## config.mk

```make
export PLATFORM = sky130hd
export DESIGN_NAME = pdm_capture_ctrl_flat
export DESIGN_NICKNAME = d
export VERILOG_FILES = /design/src/rtl/pdm_pkg.sv /design/src/rtl/pdm_capture_ctrl_if.sv /design/src/rtl/pdm_edge_detect.sv /design/src/rtl/pdm_capture_ctrl.sv /design/src/flat_wrapper.sv
export SDC_FILE = /design/constraint.sdc
export NUM_CORES = 1
export LEC_CHECK = 0
export ABC_AREA = 1
export BUFFER_PORTS_ARGS = -buffer_cell sky130_fd_sc_hd__buf_4
export CORE_UTILIZATION = 50
export DETAILED_ROUTE_END_ITERATION = 8
export PLACE_DENSITY = 0.76
export SYNTH_ARGS = -nofsm -noshare
export SYNTH_HDL_FRONTEND = slang
export SYNTH_SLANG_ARGS = --single-unit
export TNS_END_PERCENT = 50
```

## constraint.sdc

```tcl
create_clock -name clock_i -period 3 [get_ports clock_i]
set_input_delay 0.3 -clock clock_i [delete_from_list [all_inputs] [get_ports clock_i]]
set_output_delay 0.3 -clock clock_i [all_outputs]
set_load 0.02 [all_outputs]
```

## src/rtl/pdm_pkg.sv

```systemverilog
// ---------------------------------------------------------------------------
// pdm_pkg
// Shared types and default constants for the PDM microphone capture path.
//   capture_state_t  : sequencer states (IDLE, WARMUP, CAPTURE, REARM, FINISH)
//   PDM_WORD_LENGTH  : deserializer word width
//   PDM_DEPTH_LOG2   : default log2 of sample RAM depth in words
//   PDM_WARMUP_WORDS : default number of words discarded after each start
// ---------------------------------------------------------------------------
package pdm_pkg;

    typedef enum logic [2:0] {
        IDLE    = 3'd0,
        WARMUP  = 3'd1,
        CAPTURE = 3'd2,
        REARM   = 3'd3,
        FINISH  = 3'd4
    } capture_state_t;

    localparam int PDM_WORD_LENGTH  = 16;
    localparam int PDM_DEPTH_LOG2   = 14;
    localparam int PDM_WARMUP_WORDS = 8;

endpackage

```

## src/rtl/pdm_capture_ctrl_if.sv

```systemverilog
// ---------------------------------------------------------------------------
// pdm_capture_ctrl_if
// Bundles the deserializer handshake and the sample RAM write port.
//   deser_enable : sequencer -> deserializer, low clears its shift count
//   deser_done   : deserializer -> sequencer, word-ready level
//   deser_data   : deserializer -> sequencer, completed word
//   mem_we       : sequencer -> RAM, one-cycle write strobe
//   mem_addr     : sequencer -> RAM, write address
//   mem_data     : sequencer -> RAM, write data
// Modports: master = sequencer side, slave = deserializer/RAM side.
// ---------------------------------------------------------------------------
interface pdm_capture_ctrl_if #(
    parameter int WORD_LENGTH = 16,
    parameter int DEPTH_LOG2  = 14
);
    logic                   deser_enable;
    logic                   deser_done;
    logic [WORD_LENGTH-1:0] deser_data;
    logic                   mem_we;
    logic [DEPTH_LOG2-1:0]  mem_addr;
    logic [WORD_LENGTH-1:0] mem_data;

    modport master (
        output deser_enable,
        input  deser_done,
        input  deser_data,
        output mem_we,
        output mem_addr,
        output mem_data
    );

    modport slave (
        input  deser_enable,
        output deser_done,
        output deser_data,
        input  mem_we,
        input  mem_addr,
        input  mem_data
    );
endinterface

```

## src/rtl/pdm_edge_detect.sv

```systemverilog
// ---------------------------------------------------------------------------
// pdm_edge_detect
// Registered rising-edge detector; the history register resets to 0, so a
// level that is already high when reset releases counts as one edge.
//   clock_i  : system clock
//   reset_ni : asynchronous active-low reset
//   level_i  : level to watch (already synchronous to clock_i)
//   rise_o   : high in the cycle where level_i is high and was low before
// ---------------------------------------------------------------------------
module pdm_edge_detect (
    input  logic clock_i,
    input  logic reset_ni,
    input  logic level_i,
    output logic rise_o
);
    logic prev_q;

    // Remember the previous level.
    always_ff @(posedge clock_i or negedge reset_ni) begin
        if (!reset_ni) begin
            prev_q <= 1'b0;
        end else begin
            prev_q <= level_i;
        end
    end

    assign rise_o = level_i & ~prev_q;
endmodule

```

## src/rtl/pdm_capture_ctrl.sv

```systemverilog
// ---------------------------------------------------------------------------
// pdm_capture_ctrl
// Sequencer for the PDM deserializer: enables it, drops warm-up words,
// pulses enable low for one cycle after each word and writes accepted words
// to the sample RAM at an auto-incrementing address.
//   clock_i   : system clock
//   reset_ni  : asynchronous active-low reset
//   start_i   : level, begins a capture from IDLE (ignored if stop_i is high)
//   stop_i    : level, ends a capture early
//   busy_o    : high in every state except IDLE
//   done_o    : one-cycle pulse when a capture ends
//   words_o   : words written in the current/last capture, saturating
//   overrun_o : sticky, RAM content overwritten (loop mode only)
//   bus       : deserializer handshake and RAM write port (master side)
// Build option CAPTURE_LOOP_EN: circular buffer that runs until stop_i;
// when undefined the capture ends by itself once the RAM is full.
// ---------------------------------------------------------------------------
module pdm_capture_ctrl
    import pdm_pkg::*;
#(
    parameter int WORD_LENGTH  = PDM_WORD_LENGTH,
    parameter int DEPTH_LOG2   = PDM_DEPTH_LOG2,
    parameter int WARMUP_WORDS = PDM_WARMUP_WORDS
) (
    input  logic                  clock_i,
    input  logic                  reset_ni,
    input  logic                  start_i,
    input  logic                  stop_i,
    output logic                  busy_o,
    output logic                  done_o,
    output logic [DEPTH_LOG2:0]   words_o,
    output logic                  overrun_o,
    pdm_capture_ctrl_if.master    bus
);
    localparam logic [DEPTH_LOG2:0]   WORDS_FULL    = {1'b1, {DEPTH_LOG2{1'b0}}};
    localparam logic [DEPTH_LOG2:0]   WORDS_ONE     = (DEPTH_LOG2+1)'(1);
    localparam logic [DEPTH_LOG2:0]   WORDS_LAST    = WORDS_FULL - WORDS_ONE;
    localparam logic [DEPTH_LOG2-1:0] PTR_ONE       = DEPTH_LOG2'(1);
    localparam logic [7:0]            WARMUP_TARGET = 8'(WARMUP_WORDS);

    capture_state_t         state_q,   state_d;
    logic [DEPTH_LOG2-1:0]  ptr_q,     ptr_d;
    logic [DEPTH_LOG2:0]    words_q,   words_d;
    logic [7:0]             warm_q,    warm_d;
    logic                   overrun_q, overrun_d;
    logic                   busy_q,    busy_d;
    logic                   done_q,    done_d;
    logic                   enable_q,  enable_d;
    logic                   we_q,      we_d;
    logic [DEPTH_LOG2-1:0]  addr_q,    addr_d;
    logic [WORD_LENGTH-1:0] data_q,    data_d;
    logic                   word_event_s;

    pdm_edge_detect u_word_edge (
        .clock_i  (clock_i),
        .reset_ni (reset_ni),
        .level_i  (bus.deser_done),
        .rise_o   (word_event_s)
    );

    // Next-state, counters and next values of the registered outputs.
    always_comb begin
        state_d   = state_q;
        ptr_d     = ptr_q;
        words_d   = words_q;
        warm_d    = warm_q;
        overrun_d = overrun_q;
        we_d      = 1'b0;
        addr_d    = addr_q;
        data_d    = data_q;

        case (state_q)
            IDLE: begin
                if (start_i && !stop_i) begin
                    ptr_d     = '0;
                    words_d   = '0;
                    warm_d    = 8'd0;
                    overrun_d = 1'b0;
                    state_d   = (WARMUP_TARGET == 8'd0) ? CAPTURE : WARMUP;
                end else begin
                    state_d = IDLE;
                end
            end
            WARMUP: begin
                // Stop wins over a simultaneous warm-up word: nothing is written here.
                if (stop_i) begin
                    state_d = FINISH;
                end else if (word_event_s) begin
                    warm_d  = warm_q + 8'd1;
                    state_d = REARM;
                end else begin
                    state_d = WARMUP;
                end
            end
            CAPTURE: begin
                if (word_event_s) begin
                    // A word arriving together with stop is still stored.
                    we_d    = 1'b1;
                    addr_d  = ptr_q;
                    data_d  = bus.deser_data;
                    ptr_d   = ptr_q + PTR_ONE;
                    words_d = (words_q == WORDS_FULL) ? words_q : words_q + WORDS_ONE;
`ifdef CAPTURE_LOOP_EN
                    if (words_q == WORDS_FULL) begin
                        overrun_d = 1'b1;
                    end else begin
                        overrun_d = overrun_q;
                    end
                    state_d = stop_i ? FINISH : REARM;
`else
                    state_d = (stop_i || (words_q == WORDS_LAST)) ? FINISH : REARM;
`endif
                end else if (stop_i) begin
                    state_d = FINISH;
                end else begin
                    state_d = CAPTURE;
                end
            end
            REARM: begin
                if (stop_i) begin
                    state_d = FINISH;
                end else if (warm_q >= WARMUP_TARGET) begin
                    state_d = CAPTURE;
                end else begin
                    state_d = WARMUP;
                end
            end
            FINISH: begin
                state_d = IDLE;
            end
            default: begin
                state_d = IDLE;
            end
        endcase

        // Outputs are decoded from the next state so they appear with the state.
        busy_d   = (state_d != IDLE);
        done_d   = (state_d == FINISH);
        enable_d = (state_d == WARMUP) || (state_d == CAPTURE);
    end

    // State, counter and output registers.
    always_ff @(posedge clock_i or negedge reset_ni) begin
        if (!reset_ni) begin
            state_q   <= IDLE;
            ptr_q     <= '0;
            words_q   <= '0;
            warm_q    <= 8'd0;
            overrun_q <= 1'b0;
            busy_q    <= 1'b0;
            done_q    <= 1'b0;
            enable_q  <= 1'b0;
            we_q      <= 1'b0;
            addr_q    <= '0;
            data_q    <= '0;
        end else begin
            state_q   <= state_d;
            ptr_q     <= ptr_d;
            words_q   <= words_d;
            warm_q    <= warm_d;
            overrun_q <= overrun_d;
            busy_q    <= busy_d;
            done_q    <= done_d;
            enable_q  <= enable_d;
            we_q      <= we_d;
            addr_q    <= addr_d;
            data_q    <= data_d;
        end
    end

    assign busy_o           = busy_q;
    assign done_o           = done_q;
    assign words_o          = words_q;
    assign overrun_o        = overrun_q;
    assign bus.deser_enable = enable_q;
    assign bus.mem_we       = we_q;
    assign bus.mem_addr     = addr_q;
    assign bus.mem_data     = data_q;
endmodule

```

## src/flat_wrapper.sv

```systemverilog
// flat-port wrapper written by rule: the top's interface ports become plain ports
module pdm_capture_ctrl_flat import pdm_pkg::*;
#(
    parameter int WORD_LENGTH  = PDM_WORD_LENGTH,
    parameter int DEPTH_LOG2   = PDM_DEPTH_LOG2,
    parameter int WARMUP_WORDS = PDM_WARMUP_WORDS
)
  (clock_i, reset_ni, start_i, stop_i, busy_o, done_o, words_o, overrun_o, bus_deser_enable, bus_deser_done, bus_deser_data, bus_mem_we, bus_mem_addr, bus_mem_data);
  pdm_capture_ctrl_if #(.WORD_LENGTH(WORD_LENGTH), .DEPTH_LOG2(DEPTH_LOG2)) bus_i ();
  input  logic clock_i;
  input  logic reset_ni;
  input  logic start_i;
  input  logic stop_i;
  output logic busy_o;
  output logic done_o;
  output logic [DEPTH_LOG2:0] words_o;
  output logic overrun_o;
  output wire logic [$bits(bus_i.deser_enable)-1:0] bus_deser_enable;
  input wire logic [$bits(bus_i.deser_done)-1:0] bus_deser_done;
  input wire logic [$bits(bus_i.deser_data)-1:0] bus_deser_data;
  output wire logic [$bits(bus_i.mem_we)-1:0] bus_mem_we;
  output wire logic [$bits(bus_i.mem_addr)-1:0] bus_mem_addr;
  output wire logic [$bits(bus_i.mem_data)-1:0] bus_mem_data;
  assign bus_deser_enable = bus_i.deser_enable;
  assign bus_i.deser_done = bus_deser_done;
  assign bus_i.deser_data = bus_deser_data;
  assign bus_mem_we = bus_i.mem_we;
  assign bus_mem_addr = bus_i.mem_addr;
  assign bus_mem_data = bus_i.mem_data;
  pdm_capture_ctrl #(.WORD_LENGTH(WORD_LENGTH), .DEPTH_LOG2(DEPTH_LOG2), .WARMUP_WORDS(WARMUP_WORDS)) u_core (.clock_i(clock_i), .reset_ni(reset_ni), .start_i(start_i), .stop_i(stop_i), .busy_o(busy_o), .done_o(done_o), .words_o(words_o), .overrun_o(overrun_o), .bus(bus_i));
endmodule
```

## Word level (Yosys, flattened, before mapping)

Cells that the tools add are included.
Widths: inputs -> output; s select.

- $add $sub $neg: 3
- Magnitude comparators: 1
- Eq/ne operators: 13
- Multiplexer cells: 22
- Bitwise operators: 2
- Reduce and logical (&&, ||, !) cells: 12

Operators with widths:

| operator | count |
|---|---|
| $mux 15 | 3 |
| $pmux 15 s2 | 1 |
| $mux 14 | 2 |
| $pmux 14 s2 | 1 |
| $mux 8 | 3 |
| $pmux 8 s2 | 1 |
| $add 15x1->15 const B | 1 |
| $eq 15x14->1 const B | 1 |
| $eq 15x15->1 const B | 1 |
| $mux 3 | 5 |
| $add 14x1->14 const B | 1 |
| $pmux 3 s4 | 1 |
| $eq 3x2->1 const B | 3 |
| $add 8x1->8 const B | 1 |
| $ge 8x4->1 const B | 1 |
| $ne 2x2->1 const B | 4 |
| $reduce_and 4->1 | 2 |
| $eq 3x1->1 const B | 2 |
| $mux 2 | 2 |
| $reduce_bool 2->1 | 2 |
| $eq 3x3->1 const B | 1 |
| $logic_not 3->1 | 1 |
| $mux 1 | 3 |
| $reduce_and 3->1 | 1 |
| other kinds (8) | 9 |

- Flip-flop bits (word level): 75
- Input bits: 21
- Output and inout bits: 50
- Word-level logic and storage cells: 64

## Longest topological paths before layout

Gate-level depths: netlist of the first run.

- Depth after elaboration: 7
- Depth in mapped cells: 10
- Mapped depth without buffers: 10

## Modules after synthesis

Synthesis of the first run repeated with hierarchy kept, for this count alone.

- Cell total of the unflattened synthesis: 488
- Area total of the unflattened synthesis: 3761.1 µm²

Modules (own cells, without submodules):

| module | times used | cells each | area each (µm²) | seq. area each (µm²) |
|---|---|---|---|---|
| pdm_capture_ctrl | 1 | 485 | 3726.1 | 1851.8 |
| pdm_edge_detect | 1 | 3 | 35.0 | 25.0 |

## Worst setup path after synthesis of the first run

Ideal clock, no wire load.

- Path type: reg2reg
- Start point: reg u_core.words_q[0] (netlist: u_core.words_o[0])
- End point: reg u_core.enable_q (netlist: u_core.bus.deser_enable)
- Library setup time: 0.116 ns
- Arrival time: 1.507 ns
- Required time: 2.884 ns
- Path slack: 1.376 ns
- Cell stages (with the launch flop): 11
- Path buffers: 0
- Clock period less this slack: 1.624 ns
- Cells stage by stage: dfrtp_1 ha_1 nand2_1 nor2_2 nand2_1 inv_2 nand3_1 nand3_1 nand2_1 nand2_1 nand2_1

- Longest elaborated chain between the ends: 7
- Elaborated cells on any way between the ends: 8
- Those cells by class: eq/ne (3); mux (3); reduce/logical (2)

Ends and longest elaborated chain:

| what | RTL line | RTL |
|---|---|---|
| from (decl) | pdm_capture_ctrl.sv:43 | `logic [DEPTH_LOG2:0] words_q, words_d;` |
| from (signal assigned) | pdm_capture_ctrl.sv:159 | `words_q <= words_d;` |
| $eq 15x14->1 (*) | pdm_capture_ctrl.sv:111 | `state_d = (stop_i \|\| (words_q == WORDS_LAST)) ? FINISH : REARM;` |
| $logic_or 1x1->1 (*) | pdm_capture_ctrl.sv:111 |  |
| $mux 3 (*) | pdm_capture_ctrl.sv:111 |  |
| $mux 3 (*) | pdm_capture_ctrl.sv:96 | `if (word_event_s) begin` |
| $pmux 3 s4 (*) | pdm_capture_ctrl.sv:72 | `case (state_q)` |
| net u_core.state_d[1] | pdm_capture_ctrl.sv:41 | `capture_state_t state_q, state_d;` |
| $eq 3x1->1 or $eq 3x2->1 (tied branches) | pdm_capture_ctrl.sv:139 | `enable_d = (state_d == WARMUP) \|\| (state_d == CAPTURE);` |
| $logic_or 1x1->1 (*) | pdm_capture_ctrl.sv:139 |  |
| net u_core.enable_d | pdm_capture_ctrl.sv:48 | `logic enable_q, enable_d;` |
| to (signal assigned) | pdm_capture_ctrl.sv:164 | `enable_q <= enable_d;` |
| to (decl) | pdm_capture_ctrl.sv:48 |  |

The timed path passes the listed nets; every way through them passes the cells marked *.
A chain may end at the register's enable or synchronous reset.

## Worst setup path after layout of the first run

- Start point: reg u_core.state_q[2]
- End point: reg u_core.words_q[1] (netlist: u_core.words_o[1])

- Longest elaborated chain between the ends: 3
- Elaborated cells on any way between the ends: 8
- Those cells by class: eq/ne (4); mux (1); reduce/logical (3)

Ends and longest elaborated chain:

| what | RTL line | RTL |
|---|---|---|
| from (decl) | pdm_capture_ctrl.sv:41 |  |
| from (signal assigned) | pdm_capture_ctrl.sv:157 | `state_q <= state_d;` |
| $eq 3x2->1 or $logic_not 3->1 (tied branches) | pdm_capture_ctrl.sv:72 |  |
| $ne 2x2->1 (no line), or another cell as far along | n/a |  |
| $reduce_and 4->1 (no line) | n/a |  |

Several ways; a longest one is shown, not always the timed one.

==> results of run 1 <==
[flip-flops by register name, summed over array words and instances (netlist names)]
| register | flops |
|---|---|
| u_core.bus.mem_data | 16 |
| u_core.words_o | 15 |
| u_core.bus.mem_addr | 14 |
| u_core.ptr_q | 14 |
| u_core.warm_q | 8 |
| u_core.state_q | 3 |
| u_core.bus.deser_enable | 1 |
| u_core.bus.mem_we | 1 |
| u_core.busy_o | 1 |
| u_core.done_o | 1 |
| u_core.u_word_edge.prev_q | 1 |
[kinds of logic (layout without fill, tap and decap cells)]
family          after synthesis  after routing  share of synthesized area, %
simple gates                290            290                          32.5
flops                        75             75                          48.4
buf+inv                      73            146                          8.23
compound gates               59             59                          9.00
fa+ha+maj                     5              5                          1.61
other cells                   1              1                        0.0967
xor+xnor                      1              1                         0.226
[power by group through the flow]
stage                     Combinational, W  Sequential, W  Clock [W]
after floorplan                   0.000157        0.00127          0
after global placement            0.000405        0.00119          0
after detailed placement          0.000416        0.00119          0
after CTS                         0.000415        0.00118   0.000970
after global routing              0.000451        0.00119    0.00102
final                             0.000409        0.00118   0.000957
[final cells by class]
type	count	area [µm²]
multi-input combinational	356	1680
inverter	58	218
clock inverter	6	111
timing repair buffer	72	541
clock buffer	10	138
sequential	75	1880
tap	99	124
fill	621	2680
[through the flow]
stage / instance area [µm²] / utilization (%)
finish: 4690 / 63.7
global route: 4690 / 63.7
CTS: 4690 / 63.7
detailed placement: 4440 / 60.3
global placement: 4440 / 60.3
floorplan: 3880 / -
[cells in the final DEF (no fill, tap or decap), types with 2 or more instances in the layout]
master	n
a21oi_1	9
buf_4	72
o21ai_0	30
nand4_1	22
bufinv_16	3
clkbuf_8	10
o21ai_2	12
ha_1	5
nor3_1	9
inv_2	3
nor2_1	40
o21ai_1	4
dfrtp_1	75
nor2_4	2
nand2_2	4
nand2_1	167
nand3_1	40
inv_1	55
nand2_4	2
[per-layer routing]
layer  share of wire (%)  wire length [µm]
met1                  45              3700
met2                  49              3970
met3                 4.0               326
met4                 1.9               154
met5                   0                 0
[critical path: stages, from the launching register on]
cell	delay (ns)
dfrtp_1	0.40
inv_2	0.06
nand2_2	0.07
nor2_4	0.11
buf_4	0.28
inv_2	0.06
nor2_1	0.08
nand3_1	0.13
nand2_4	0.31
nand2_1	0.10
o21ai_1	0.09
[worst max path at each step]
| stage | startpoint | end | slack (ns) |
|---|---|---|---|
| after floorplan | u_core.words_o[0] | u_core.bus.deser_enable | 1.38 |
| after global placement | bus_deser_done | u_core.words_o[14] | 1.28 |
| after detailed placement | u_core.state_q[2] | u_core.bus.mem_data[9] | 1.25 |
| after CTS | u_core.state_q[2] | u_core.words_o[1] | 1.20 |
| after global routing | u_core.state_q[2] | u_core.bus.mem_data[9] | 1.06 |
| final | u_core.state_q[2] | u_core.words_o[1] | 1.23 |
==> flow_summary.yaml, run 1 <==
run_status:
  outcome: "complete, no violations"
synthesis:
  syn-num-nets: 530
  yosysWarnings: 0
  syn_avg_cell_area_um2: 7.70
  synth_area_um2: 3880
  yosys_most_used_dff: "dfrtp_1"
  synth-async-reset-ratio_pct: 100
  yosys.area.top_type_share_pct: 48.4
  synth-edff-count: 0
  ys_seq_area_share_pct: 48.4
  yosysTopAreaCell: "dfrtp_1"
  synth-seq-cells: 75
  synth.area.top_cells: "dfrtp_1 48%, nand2_1 16%, inv_1 5.3%, nand3_1 5.2%, nor2_1 3.9%"
  synth_commonest_cells: "167 x nand2_1, 75 x dfrtp_1, 55 x inv_1, 40 x nand3_1, 40 x nor2_1"
  yosysMostFrequentCell: "nand2_1"
  synthCells: 504
  synthDistinctLibCells: 31
setup_path:
  cp-end-kind: "register"
  regToRegStartpoint: "u_core.state_q[2]"
  reg2reg_to: "u_core.words_o[1]"
  reg2reg_depth: 10
  crit_fanout: 30
  rrSetupSlack_ns: 1.23
  crit_arrival_ns: 2.04
  path_class: "reg -> reg"
  start_kind: "register"
  crit_required_ns: 3.27
power_and_ir_drop:
  p_leak_nw: 2.34
  p_int_w: 0.00184
  combinationalPowerShare_pct: 16.1
  clkPwrFrac_pct: 37.6
  pwr-share-seq_pct: 46.3
  finalPower_w: 0.00255
  peakVddDrop_v: 0.000370
  p_per_area_nw_per_um2: 543
  power_switching_w: 0.000702
  sw_frac_of_total_pct: 27.6
sta:
  setup_tns_ns: 0
  timing.hold.ws_ns: 0.0647
  timing.final.crit_share_pct: 59.1
  timing.slew.headroom_pct: 39.6
  finalHoldViolations: 0
  fmax_mhz: 564
  drv_slew: 0
  setup_ws_ns: 1.23
  clock_skew_ns: 0.00829
  setup_viol: 0
  tightestPinTransition_ns: 0.907
  period_needed_ns: 1.77
  rsz0062_at_grt: "no"
die:
  fp.dieH_um: 90.1
  rows: 31
  die-area_um2: 8110
  start_util_pct: 52.6
  core_um2: 7370
  top_level_ports: 71
  die_w_um: 90.1
placed_design:
  gp_congestion: 0.906
  hpwl_um: 5780
  placed_cells: 660
  post-place-ws_ns: 1.25
  port_buffers: 69
routing:
  drtIter0Drc: 253
  detail_route.wl_per_cell_um: 12.0
  drt.antenna.violating_nets: 0
  vias: 3436
  avgViaCountPerCell: 5.08
  drc: 0
  wl_um: 8140
  dr.pass1.iters: 4
cts:
  clk_latency_ns: 0.35
  root_buffer: "clkbuf_8"
  cts_max_path_buffers: 2
  cts_inserted_buffers: 9
  cts_setup_buffers: 0
  ctsResizeCount: 0
  clkTransAtPathRegs_ns: 0.08
  hold_buffers: 0
  clock-sinks: 75
  cts_tree: "done"
  htreeDepth: 3
grt:
  grtUsageTotal_pct: 21.5
  grt_pass1_vias: 3182
  top_usage_layer: "met2"
  overflow: 0
  grt.met1_usage_pct: 26.8
  grt_use_met3_pct: 3.55
  antenna_found_initial: 0
  grt_pass1_wl_um: 14200
  grt_start_max_net_pins: 76
  gr-usage-met2_pct: 36.8
finish:
  nets: 598
  areaGrowthSynthToFinish_pct: 20.9
  drive_above_1_share_pct: 19.8
  diodes: 0
  stdcell_count: 676
worst_hold_path:
  hold_path_end: "u_core.u_word_edge.prev_q"
  worstHoldPathCells: 1
  hold_path.class: "in -> reg"
  min_from: "bus_deser_done"
run:
  maxCapViolations: 0
Note: power is estimated with default switching activity, not from simulation.
==> run 2, diff against run 1 <==
--- a/config.mk
+++ b/config.mk
@@ -9,7 +9,7 @@
 export BUFFER_PORTS_ARGS = -buffer_cell sky130_fd_sc_hd__buf_4
 export CORE_UTILIZATION = 50
 export DETAILED_ROUTE_END_ITERATION = 8
-export PLACE_DENSITY = 0.76
+export PLACE_DENSITY = 0.79
 export SYNTH_ARGS = -nofsm -noshare
 export SYNTH_HDL_FRONTEND = slang
 export SYNTH_SLANG_ARGS = --single-unit
==> constraint.sdc (replaced) <==
create_clock -name clock_i -period 1.6 [get_ports clock_i]
set_input_delay 0.16 -clock clock_i [delete_from_list [all_inputs] [get_ports clock_i]]
set_output_delay 0.16 -clock clock_i [all_outputs]
set_load 0.02 [all_outputs]
==> flow_summary.yaml, run 2 (synthesis gave the netlist of run 1 again) <==
run_status:
  outcome: "complete, no violations"
setup_path:
  crit_required_ns: 1.87
  cp-startpoint: "u_core.words_o[0]"
  regToRegStartpoint: "u_core.words_o[0]"
  crit_arrival_ns: 1.79
  cp-end-kind: "register"
  start_kind: "register"
  reg2reg_depth: 7
  crit_end: "u_core.words_o[4]"
  reg2reg_to: "u_core.words_o[4]"
  path_class: "reg -> reg"
  rrSetupSlack_ns: 0.08
  crit_fanout: 5
finish:
  areaGrowthSynthToFinish_pct: 29.5
  stdcell_count: 706
  final_cell_mix: "165 x nand2_1, 85 x buf_4, 73 x dfrtp_1"
  utilization_pct: 68.2
  diodes: 0
  drive_above_1_share_pct: 22.9
  largest_reg_flops: 16
  final_common_cell: "nand2_1"
  nets: 628
worst_hold_path:
  hold_path.class: "in -> reg"
routing:
  wl_um: 8800
  avgViaCountPerCell: 5.09
  dr.pass1.iters: 5
  detail_route.wl_per_cell_um: 12.5
  drc: 0
  drt.antenna.violating_nets: 0
  drtIter0Drc: 192
  vias: 3592
cts:
  root_buffer: "clkbuf_8"
  clk_latency_ns: 0.35
  htreeDepth: 3
  clock-sinks: 75
  cts_tree: "done"
  cts_max_path_buffers: 2
  cts_inserted_buffers: 9
  clkTransAtPathRegs_ns: 0.07
grt:
  grt_start_max_net_pins: 37
  grt_pass1_wl_um: 15200
  overflow: 0
  grtUsageTotal_pct: 22.7
  antenna_found_initial: 0
  grt_pass1_vias: 3398
sta:
  finalHoldViolations: 0
  timing.final.crit_share_pct: 94.9
  setup_viol: 0
  clock_skew_ns: 0.0120
  period_needed_ns: 1.52
  rsz0062_at_grt: "yes"
  drv_slew: 0
  fmax_mhz: 659
placed_design:
  hpwl_um: 6230
  port_buffers: 69
  placed_cells: 672
  gp_congestion: 0.879
die:
  rows: 31
  die_w_um: 90.1
  core_um2: 7370
  fp.dieH_um: 90.1
  start_util_pct: 52.6
  top_level_ports: 71
  die-area_um2: 8110
power_and_ir_drop:
  p_leak_nw: 2.50
  finalPower_w: 0.00486
  peakVddDrop_v: 0.000689
  p_per_area_nw_per_um2: 967
run:
  maxCapViolations: 0
[run 2: cell types whose count changed in the layout (fill, tap and decap cells not counted), sizes merged]
| cell | change |
|---|---|
| buf | +16 |
| dlygate4sd3 | +14 |
| clkinv | +2 |
| clkinvlp | -1 |
| inv | -1 |
[run 2: metal layers]
metal	track usage (%)	vias to the layer above	wire length, µm	part of all wire, %
met2	39.1	118	4350	49
met1	28.6	1649	3920	45
met3	4.31	12	421	4.8
met5	0	-	0	0
met4	8.06	0	110	1.3
li1	-	1813	-	-
[run 2: layout make-up]
type                    instances  area, µm²
clock buffers                  10        138
clock inverters                 6        113
fillers                       623       2340
inverters                      58        218
multi-input cells             356       1720
flip-flops and latches         75       1880
well taps                      99        124
repair buffers                102        838
[run 2: worst max-delay path: stages, from the launching register on]
cell and delay [ns]:
dfrtp_2 0.45, ha_4 0.18, nand2_2 0.09, nor2_4 0.06, buf_4 0.13, xor2_1 0.14
or2_2 0.28, o21ai_2 0.12
[run 2: report_power, final]
group	internal, W	leakage [nW]	total (W)	switching, W
Clock	0.00108	0.126	0.00180	0.000721
Sequential	0.00207	1.02	0.00221	0.000141
Combinational	0.000368	1.35	0.000847	0.000479
[run 2: what timing repair did]
| action | CTS | global route |
|---|---|---|
| endpoints found under the setup margin | 1 | 20 |
| setup buffers | 0 | 4 |
| cloned | 0 | 0 |
| pin swaps | 0 | 1 |
| hold endpoints to repair | 34 | 0 |
| resized for setup | 1 | 9 |
| hold buffers | 14 | 0 |
[run 2: worst min-delay path by stage]
stage,end,start,slack [ns],depth (start not counted)
3_5_place_dp,u_core.words_o[3],reset_ni,0.08,1
2_1_floorplan,u_core.bus.deser_enable,reset_ni,-0.14,0
6_report,u_core.bus.mem_data[10],bus_deser_data[10],0.02,3
5_1_grt,u_core.bus.mem_data[5],bus_deser_data[5],0.02,3
4_1_cts,u_core.bus.mem_data[10],bus_deser_data[10],0.0005,3
3_3_place_gp,u_core.words_o[3],reset_ni,0.08,1
[run 2: stage by stage]
step / hold slack, ns / setup TNS [ns] / worst slack [ns] / instance area (µm²)
after floorplan: -0.136 / 0 / 0.00896 / 3880
after global placement: 0.0787 / 0 / 0.0738 / 4570
after detailed placement: 0.0835 / 0 / 0.0104 / 4570
after CTS: 0.000457 / 0 / 0.0307 / 4970
after global routing: 0.0196 / -0.0126 / -0.0126 / 5020
final: 0.0188 / 0 / 0.0819 / 5020
